==> src/rtl/simple_bus_pkg.sv <==
// Shared definitions for the simple peripheral bus master: state encoding,
// window and bus widths, and the address window decode helper.
package simple_bus_pkg;

   localparam int unsigned DATA_W   = 32;
   localparam int unsigned PADDR_W  = 16;
   localparam int unsigned WIN_W    = 18;
   localparam int unsigned CNT_W    = 4;
   localparam logic [DATA_W-1:0] BASE_DEFAULT = 32'h9000_0000;

   typedef enum logic [2:0] {
      ST_IDLE,
      ST_READ,
      ST_WRITE,
      ST_ACK,
      ST_ERR
   } state_t;

   // Only the bits above the window are compared, so any base within the
   // same 256 KB block decodes identically.
   function automatic logic in_window(input logic [DATA_W-1:0] adr,
                                      input logic [DATA_W-1:0] base);
      return adr[DATA_W-1:WIN_W] == base[DATA_W-1:WIN_W];
   endfunction

endpackage

==> src/rtl/simple_bus_byte_merge.sv <==
// Combinational byte-lane merge: lanes selected by sel come from new_data,
// the remaining lanes keep old_data.
module simple_bus_byte_merge
   import simple_bus_pkg::*;
(
   input  logic [DATA_W-1:0]   old_data,
   input  logic [DATA_W-1:0]   new_data,
   input  logic [DATA_W/8-1:0] sel,
   output logic [DATA_W-1:0]   merged
);

   always_comb begin
      merged = old_data;
      for (int i = 0; i < DATA_W/8; i++) begin
         if (sel[i]) merged[8*i +: 8] = new_data[8*i +: 8];
      end
   end

endmodule

==> src/rtl/simple_bus_master.sv <==
// Wishbone classic slave that turns single cycles into peripheral register
// accesses, with read-modify-write for partial-byte writes.
module simple_bus_master
   import simple_bus_pkg::*;
#(
   parameter logic [DATA_W-1:0] BASE   = BASE_DEFAULT,
   parameter int unsigned       RD_LAT = 1
)(
   input  logic                  clk,
   input  logic                  rst,
   input  logic                  wb_cyc_i,
   input  logic                  wb_stb_i,
   input  logic                  wb_we_i,
   input  logic [DATA_W-1:0]     wb_adr_i,
   input  logic [DATA_W/8-1:0]   wb_sel_i,
   input  logic [DATA_W-1:0]     wb_dat_i,
   output logic [DATA_W-1:0]     wb_dat_o,
   output logic                  wb_ack_o,
   output logic                  wb_err_o,
   output logic                  p_wea,
   output logic [PADDR_W-1:0]    p_addr,
   output logic [DATA_W-1:0]     p_din,
   input  logic [DATA_W-1:0]     p_dout
);

   localparam logic [CNT_W-1:0] RD_LAST = CNT_W'(RD_LAT - 1);

   state_t                state_q, state_d;
   logic [CNT_W-1:0]      cnt_q, cnt_d;
   logic                  rmw_q, rmw_d;
   logic [DATA_W/8-1:0]   sel_q, sel_d;
   logic [DATA_W-1:0]     dat_q, dat_d;
   logic [DATA_W-1:0]     dat_o_d, p_din_d, merged;
   logic [PADDR_W-1:0]    p_addr_d;
   logic                  ack_d, err_d, wea_d;
   logic                  adr_unused;

   assign adr_unused = ^wb_adr_i[1:0];

   simple_bus_byte_merge u_merge (
      .old_data (p_dout),
      .new_data (dat_q),
      .sel      (sel_q),
      .merged   (merged)
   );

   // NOTE: sequential state uses non-blocking assignments so every register
   // samples the pre-edge values, independent of statement order.
   always_ff @(posedge clk) begin
      if (rst) begin
         state_q  <= ST_IDLE;
         cnt_q    <= '0;
         rmw_q    <= 1'b0;
         sel_q    <= '0;
         dat_q    <= '0;
         wb_dat_o <= '0;
         wb_ack_o <= 1'b0;
         wb_err_o <= 1'b0;
         p_wea    <= 1'b0;
         p_addr   <= '0;
         p_din    <= '0;
      end else begin
         state_q  <= state_d;
         cnt_q    <= cnt_d;
         rmw_q    <= rmw_d;
         sel_q    <= sel_d;
         dat_q    <= dat_d;
         wb_dat_o <= dat_o_d;
         wb_ack_o <= ack_d;
         wb_err_o <= err_d;
         p_wea    <= wea_d;
         p_addr   <= p_addr_d;
         p_din    <= p_din_d;
      end
   end

   // NOTE: every variable gets a default before the case so no path leaves
   // it unassigned, which would otherwise infer a latch.
   always_comb begin
      state_d  = state_q;
      cnt_d    = cnt_q;
      rmw_d    = rmw_q;
      sel_d    = sel_q;
      dat_d    = dat_q;
      dat_o_d  = wb_dat_o;
      p_addr_d = p_addr;
      p_din_d  = p_din;
      ack_d    = 1'b0;
      err_d    = 1'b0;
      wea_d    = 1'b0;

      unique case (state_q)
         ST_IDLE: begin
            if (wb_cyc_i && wb_stb_i) begin
               p_addr_d = wb_adr_i[PADDR_W+1:2];
               sel_d    = wb_sel_i;
               dat_d    = wb_dat_i;
               cnt_d    = '0;
               rmw_d    = 1'b0;
               if (!in_window(wb_adr_i, BASE)) begin
                  state_d = ST_ERR;
                  err_d   = 1'b1;
               end else if (wb_sel_i == '0) begin
                  state_d = ST_ACK;
                  ack_d   = 1'b1;
               end else if (!wb_we_i) begin
                  state_d = ST_READ;
               end else if (wb_sel_i == '1) begin
                  state_d = ST_WRITE;
                  p_din_d = wb_dat_i;
                  wea_d   = 1'b1;
               end else begin
                  state_d = ST_READ;
                  rmw_d   = 1'b1;
               end
            end
         end

         ST_READ: begin
            // Dropping cyc abandons the access; nothing is written or acked.
            if (!wb_cyc_i) begin
               state_d = ST_IDLE;
               cnt_d   = '0;
               rmw_d   = 1'b0;
            end else if (cnt_q == RD_LAST) begin
               cnt_d = '0;
               if (rmw_q) begin
                  state_d = ST_WRITE;
                  p_din_d = merged;
                  wea_d   = 1'b1;
                  rmw_d   = 1'b0;
               end else begin
                  state_d = ST_ACK;
                  dat_o_d = p_dout;
                  ack_d   = 1'b1;
               end
            end else begin
               cnt_d = cnt_q + 1'b1;
            end
         end

         // The strobe already went out; only the ack depends on cyc.
         ST_WRITE: begin
            state_d = ST_ACK;
            ack_d   = wb_cyc_i;
         end

         ST_ACK,
         ST_ERR:  state_d = ST_IDLE;

         default: state_d = ST_IDLE;
      endcase
   end

endmodule

==> config.mk <==
export PLATFORM = sky130hd
export DESIGN_NAME = simple_bus_master
export DESIGN_NICKNAME = d
export VERILOG_FILES = /design/src/rtl/simple_bus_pkg.sv /design/src/rtl/simple_bus_byte_merge.sv /design/src/rtl/simple_bus_master.sv
export SDC_FILE = /design/constraint.sdc
export NUM_CORES = 1
export LEC_CHECK = 0
export CAP_MARGIN = 10
export CORE_MARGIN = 3
export CORE_UTILIZATION = 45
export DETAILED_ROUTE_END_ITERATION = 7
export PLACE_DENSITY = 0.79
export SLEW_MARGIN = 10
export SYNTH_ARGS = -nofsm -noshare
export SYNTH_HDL_FRONTEND = slang
export SYNTH_SLANG_ARGS = --single-unit
==> constraint.sdc <==
create_clock -name clk -period 2.35 [get_ports clk]
set_input_delay 0.3525 -clock clk [delete_from_list [all_inputs] [get_ports clk]]
set_output_delay 0.3525 -clock clk [all_outputs]
set_load 0.02 [all_outputs]
==> impl_metrics.toml, run 1 <==
[pwr]
sw_frac_of_total_pct = 22.1
combPwrFrac_pct = 9.1
power_leakage_uw = 0.00310
ir_drop_mv = 0.379
seqPwrFrac_pct = 41.6
pwr-share-clk_pct = 49.3
power.switching_uw = 1190
power.density_nw_per_um2 = 659
cell_internal_pwr_uw = 4180
total_power_uw = 5370

[finish]
nNetsFinal = 934
drive_gt1_share_pct = 6.79
finalNonFillerCells = 1008
postLayoutCellArea_um2 = 8150
areaGrowthSynthToFinish_pct = 46.4
fillerInstances = 975
antennaDiodeCount = 0

[global_routing]
grt_first_pass_wirelength_um = 25400
global_route.overflow_total = 0
grt_antenna_before_repair = 0
first_global_vias = 5351
grt_start_max_net_pins = 55
track_usage_pct = 23.6

[worst_setup_path]
timing.critical_path.cells = "inv_1, ha_1, nor4bb_1, and3_1, a41oi_4, buf_12, mux2i_1"
worst_path_largest_cell_delay_ns = 0.42
crit_path_start_kind = "register"
cp_slowest_cell = "sky130_fd_sc_hd__dfxtp_1"
setup.worst_path.class = "register to register"
timing.critical_path.to_type = "register"
r2r-end = "p_din[11]$_SDFFE_PP0P_"
crit_fanout = 19
rrSetupSlack_ns = 0.46
cp_data_arrival_time_ns = 2.21
worst_r2r_startpoint = "cnt_q[0]$_SDFFE_PP0P_"
timing.reg2reg.worst_path_depth = 7
critPathRequiredTime_ns = 2.68

[timing]
report.final.hold_viol_count = 0
slew_viol_final = 0
grt_setup_unrepaired = "false"
totalNegativeSetupSlack_ns = 0
fin_ws_ns = 0.464
finClkSkew_ns = 0.00510
fin_crit_sh_pct = 80.3
worstMarginPinSlew_ns = 0.693
slew_headroom_pct = 53.8
clock.fmax_mhz = 530
setup_viol_count_final = 0
finalWorstPathRequiredPeriod_ns = 1.89

[floorplan]
die_width_um = 117
core_um2 = 12100
start_util_pct = 46.2
design.portCount = 188
die-area_um2 = 13700
core.rowCount = 40
die_height_um = 117

[placed_design]
hpwlAfterDp_um = 11400
dp_worst_setup_slack_ns = 0.275
finalWeightedCongestion = 0.829
dp.cells = 976
placed_area_um2 = 7550
io_buffer_count = 185

[yosys]
synth_area_leaders = "sky130_fd_sc_hd__dfxtp_1, sky130_fd_sc_hd__mux2i_1, sky130_fd_sc_hd__nand2_1, sky130_fd_sc_hd__a21oi_1, sky130_fd_sc_hd__a211o_1"
synth.cells.most_frequent = "sky130_fd_sc_hd__nand2_1, sky130_fd_sc_hd__dfxtp_1, sky130_fd_sc_hd__a21oi_1, sky130_fd_sc_hd__mux2i_1"
ys_seq_area_share_pct = 45.7
synth.avg_cell_area_um2 = 8.44
synth_fp_nets = 767
synth.top_cell.area_share_pct = 45.7
post-synth-top-area-cell = "sky130_fd_sc_hd__dfxtp_1"
synth-seq-cells = 127
ys_async_sr_fraction_pct = 0
syn-cell-area_um2 = 5570
netlist-cell-type-count = 39
post-synth-top-count-cell = "sky130_fd_sc_hd__nand2_1"
synthFlopType = "sky130_fd_sc_hd__dfxtp_1"
syn-instance-count = 660
count_of_flip_flops_with_a_built_in_enable_after_synthesis = 0
yosys_warnings = 0

[routing]
routed_wl_um = 16400
first_iter_violations = 402
dr_total_vias = 5375
antenna_left = 0
drt-wirelength-per-cell_um = 16.3
detail_route.drc_violations = 0
route.detailed.vias_per_inst = 5.33
drt_pre_antenna_iters = 5

[run_status]
status = "finished, final reports clean"

[clocking]
clkLatencyLatePin_ns = 0.41
postCtsSetupBuffers = 0
clk_root_buffer_cell = "sky130_fd_sc_hd__clkbuf_16"
cts_inserted_buffers = 17
ctsLongestPathBuffers = 2
cts_tree = "built"
clk_transition_reported_paths_ns = 0.06
htree_levels = 4
cts_resized = 0
numClockSinks = 127
cts.hold.buffers_added = 0

[min_path]
hold_path.startpoint = "rst"
holdPathStages = 2
min_delay_worst_endpoint = "wb_dat_o[17]$_SDFFE_PP0P_"
hold_path_class = "primary input to register"

[job]
cap_violations = 0
sequential cells by signal, summed over array words and instances (netlist names), 3 cells and up:
signal / cells
cnt_q: 4
dat_q: 32
p_addr: 16
p_din: 32
sel_q: 4
state_q: 3
wb_dat_o: 32
logic make-up (layout without fill, tap and decap cells):
logic type | Yosys count | after routing | synth area share, %
buffers and inverters | 58 | 238 | 4.94
adder cells (fa/ha/maj) | 2 | 2 | 0.449
multiplexers | 65 | 65 | 11.7
AO/OA/AOI/OAI | 136 | 136 | 15.4
AND/OR/NAND/NOR | 272 | 272 | 21.9
flip-flops | 127 | 127 | 45.7
worst max path at each step:
stage | slack (ns) | cells after the start | from | end
global placement | 0.35 | 6 | wb_cyc_i | p_din[17]$_SDFFE_PP0P_
finish | 0.46 | 7 | cnt_q[0]$_SDFFE_PP0P_ | p_din[11]$_SDFFE_PP0P_
global route | 0.32 | 5 | state_q[0]$_SDFFE_PP0P_ | p_din[11]$_SDFFE_PP0P_
floorplan | 0.65 | 7 | cnt_q[0]$_SDFFE_PP0P_ | cnt_q[3]$_SDFFE_PP0P_
detailed placement | 0.28 | 6 | wb_cyc_i | p_din[11]$_SDFFE_PP0P_
CTS | 0.49 | 7 | cnt_q[0]$_SDFFE_PP0P_ | p_din[11]$_SDFFE_PP0P_
final cells by class:
class	count	area, um2	share of cell area, %
clock inverters	12	141	1.73
multi-input cells	475	2760	33.8
inverters	3	11.3	0.138
flip-flops and latches	127	2540	31.2
well taps	168	210	2.58
clock buffers	20	457	5.60
repair buffers	203	2030	25.0
layout by cell type (no fill, tap or decap), drive strengths merged, types with 7 or more instances in the layout:
cell type / count
clkdlybuf4s50: 184
nand2: 173
dfxtp: 127
a21oi: 88
mux2i: 65
nor2: 35
nand2b: 35
a211o: 32
clkbuf: 20
buf: 19
clkinv: 8
nand3: 7
critical path: cells and delay by family (launching register included):
| family | cells | cell delay, ns |
|---|---|---|
| adders and majority gates | 1 | 0.22 |
| DFF | 1 | 0.42 |
| and+or+nand+nor | 2 | 0.35 |
| AOI/OAI and AO/OA | 1 | 0.25 |
| buffers and inverters | 2 | 0.31 |
| muxes | 1 | 0.23 |
stage by stage:
step	util, %	hold WS (ns)
2_1_floorplan	-	0.436
3_3_place_gp	62.6	0.441
3_5_place_dp	62.6	0.446
4_1_cts	67.6	0.404
5_1_grt	67.6	0.440
6_report	67.6	0.436
layer usage:
layer	vias up	wire (um)	GRT usage (%)
li1	2572	-	-
met1	2571	6680	27.4
met2	205	8360	40.8
met3	27	1120	6.63
met4	0	268	9.94
met5	-	0	0
power by group through the flow:
stage               Sequential, uW  Combinational (uW)  Clock, uW
finish                        2230                 488       2650
global route                  2240                 526       2770
CTS                           2230                 487       2690
detailed placement            2280                 483          0
global placement              2280                 469          0
floorplan                     2280                 210          0
No activity file was read; power rests on OpenSTA's default activity.
==> run 2, diff against run 1 <==
clock period = 1.9 ns   (was 2.35 ns; I/O delays follow)
==> run 2 against run 1 <==
Net effect: flip-flop and latch count did not move; non-clock buffer count rose by 13; clock skew rose by 0.0017 ns; sequential share of layout area fell by 0.53 points; hold slack got worse by 0.13 ns; critical endpoint is now p_din[10]$_SDFFE_PP0P_; largest power group unchanged; highest routed layer unchanged.
==> impl_metrics.toml, run 2 (same netlist as run 1, synthesis figures left out) <==
[run_status]
status = "finished, final reports clean"

[routing]
antenna_left = 0
drt-wirelength-per-cell_um = 16.1
route.detailed.vias_per_inst = 5.29
drt_pre_antenna_iters = 5
detail_route.drc_violations = 0
routed_wl_um = 16500
dr_total_vias = 5396
first_iter_violations = 436

[clocking]
clkLatencyLatePin_ns = 0.41
clk_transition_reported_paths_ns = 0.06
clk_root_buffer_cell = "sky130_fd_sc_hd__clkbuf_16"
cts_tree = "built"
htree_levels = 4
numClockSinks = 127
ctsLongestPathBuffers = 2
cts_inserted_buffers = 17

[worst_setup_path]
timing.critical_path.cells = "nor3b_4, buf_4, and3_1, a41oi_4, buf_4, buf_12, mux2i_1"
worst_r2r_startpoint = "state_q[2]$_SDFFE_PP0P_"
worst_path_most_repeated_cell = "sky130_fd_sc_hd__buf_4"
timing.critical_path.to_type = "register"
rrSetupSlack_ns = 0.06
timing.reg2reg.worst_path_depth = 7
crit_path_start_kind = "register"
critPathRequiredTime_ns = 2.23
crit_fanout = 10
cp_data_arrival_time_ns = 2.17
worst_path_largest_cell_delay_ns = 0.55
r2r-end = "p_din[10]$_SDFFE_PP0P_"
cp_slowest_cell = "sky130_fd_sc_hd__dfxtp_1"
setup.worst_path.class = "register to register"

[finish]
multi_input_comb_area_um2 = 2760
drive_gt1_share_pct = 8.69
fin_util_pct = 68.8
areaGrowthSynthToFinish_pct = 49.1
layout.cells.most_common_list = "sky130_fd_sc_hd__clkdlybuf4s50_1, sky130_fd_sc_hd__nand2_1, sky130_fd_sc_hd__dfxtp_1"
largestRegisters = "dat_q (32), p_din (32), wb_dat_o (32)"
antennaDiodeCount = 0
nNetsFinal = 947
layout_commonest_cell = "sky130_fd_sc_hd__clkdlybuf4s50_1"
fillerInstances = 939
layout.area.seq_um2 = 2540

[pwr]
pwr-share-clk_pct = 48.4
power.switching_uw = 1460
combPwrFrac_pct = 9.4
power.density_nw_per_um2 = 788
power_leakage_uw = 0.00317
sw_frac_of_total_pct = 22.3
cell_internal_pwr_uw = 5080
ir_drop_mv = 0.618
total_power_uw = 6540
seqPwrFrac_pct = 42.2

[placed_design]
hpwlAfterDp_um = 11500
io_buffer_count = 185
finalWeightedCongestion = 0.867

[floorplan]
start_util_pct = 46.2
die_height_um = 117
die-area_um2 = 13700
die_width_um = 117
core.rowCount = 40
core_um2 = 12100
design.portCount = 188

[global_routing]
grt_start_max_net_pins = 60
grt_antenna_before_repair = 0
grt_first_pass_wirelength_um = 25400
first_global_vias = 5362
globalRoute.busiestLayer = "met2"
track_usage_pct = 23.8
global_route.overflow_total = 0
grt_util_met1_pct = 28.9
globalRouteMet3Util_pct = 7.51
use_met2_pct = 38.8

[min_path]
hold_path_class = "primary input to register"
hold_path.startpoint = "rst"
holdPathStages = 2
min_delay_worst_endpoint = "wb_dat_o[22]$_SDFFE_PP0P_"

[timing]
totalNegativeSetupSlack_ns = 0
finalWorstPathRequiredPeriod_ns = 1.84
finClkSkew_ns = 0.00684
setup_viol_count_final = 0
clock.fmax_mhz = 544
report.final.hold_viol_count = 0
grt_setup_unrepaired = "false"
slew_viol_final = 0
worstMarginPinSlew_ns = 0.572
fin_crit_sh_pct = 96.7
slew_headroom_pct = 61.8

[job]
cap_violations = 0
==> run 2: area by class of cell <==
cell class | instances | area share, %
repair buffers | 216 | 26.4
flip-flops and latches | 127 | 30.7
well taps | 168 | 2.53
multi-input cells | 475 | 33.3
inverters | 3 | 0.136
clock inverters | 11 | 1.39
clock buffers | 20 | 5.62
==> run 2: how the worst max path moves through the flow <==
stage                              to  cells after the start               startpoint  slack [ns]
2_1_floorplan   cnt_q[3]$_SDFFE_PP0P_                      7    cnt_q[0]$_SDFFE_PP0P_        0.20
3_3_place_gp    p_din[9]$_SDFFE_PP0P_                      6             wb_adr_i[31]       0.009
3_5_place_dp   p_din[10]$_SDFFE_PP0P_                      6             wb_adr_i[31]       -0.06
4_1_cts        p_din[13]$_SDFFE_PP0P_                      6  state_q[1]$_SDFFE_PP0P_        0.03
5_1_grt        p_din[28]$_SDFFE_PP0P_                      7  state_q[2]$_SDFFE_PP0P_        0.01
6_report       p_din[10]$_SDFFE_PP0P_                      7  state_q[2]$_SDFFE_PP0P_        0.06
==> run 2: repair_timing <==
item / CTS / global route
hold buffers: 0 / 0
setup endpoints to repair: 1 / 53
resized for setup: 0 / 5
buffers inserted: 1 / 2
gates cloned: 0 / 1
pin swaps: 1 / 0
==> run 2: worst max-delay path, delay by kind of cell, from the launching register on <==
kind                   cells  cell delay (ns)
AO/OA/AOI/OAI              1             0.19
buffers and inverters      3             0.50
flip-flops                 1             0.55
multiplexers               1             0.22
AND/OR/NAND/NOR            2             0.28
==> run 2: power groups by stage <==
stage | Combinational, uW | Sequential [uW] | Clock (uW)
global placement | 599 | 2810 | 0
global route | 670 | 2770 | 3350
CTS | 617 | 2760 | 3220
floorplan | 260 | 2810 | 0
detailed placement | 613 | 2820 | 0
finish | 616 | 2760 | 3160
==> run 2: layer usage <==
layer | wire length, um | up-vias
met5 | 0 | -
met4 | 357 | 0
li1 | - | 2605
met2 | 8130 | 226
met3 | 1350 | 32
met1 | 6630 | 2533
==> run 2: per-stage QoR <==
stage	hold slack (ns)	setup WS (ns)	cell area, um2	instances
final	0.302	0.0621	8300	1020
after CTS	0.278	0.0250	8250	1017
after global placement	0.441	0.00945	7660	985
after floorplan	0.421	0.200	5570	660
after detailed placement	0.446	-0.0636	7660	985
after global routing	0.300	0.0115	8300	1020
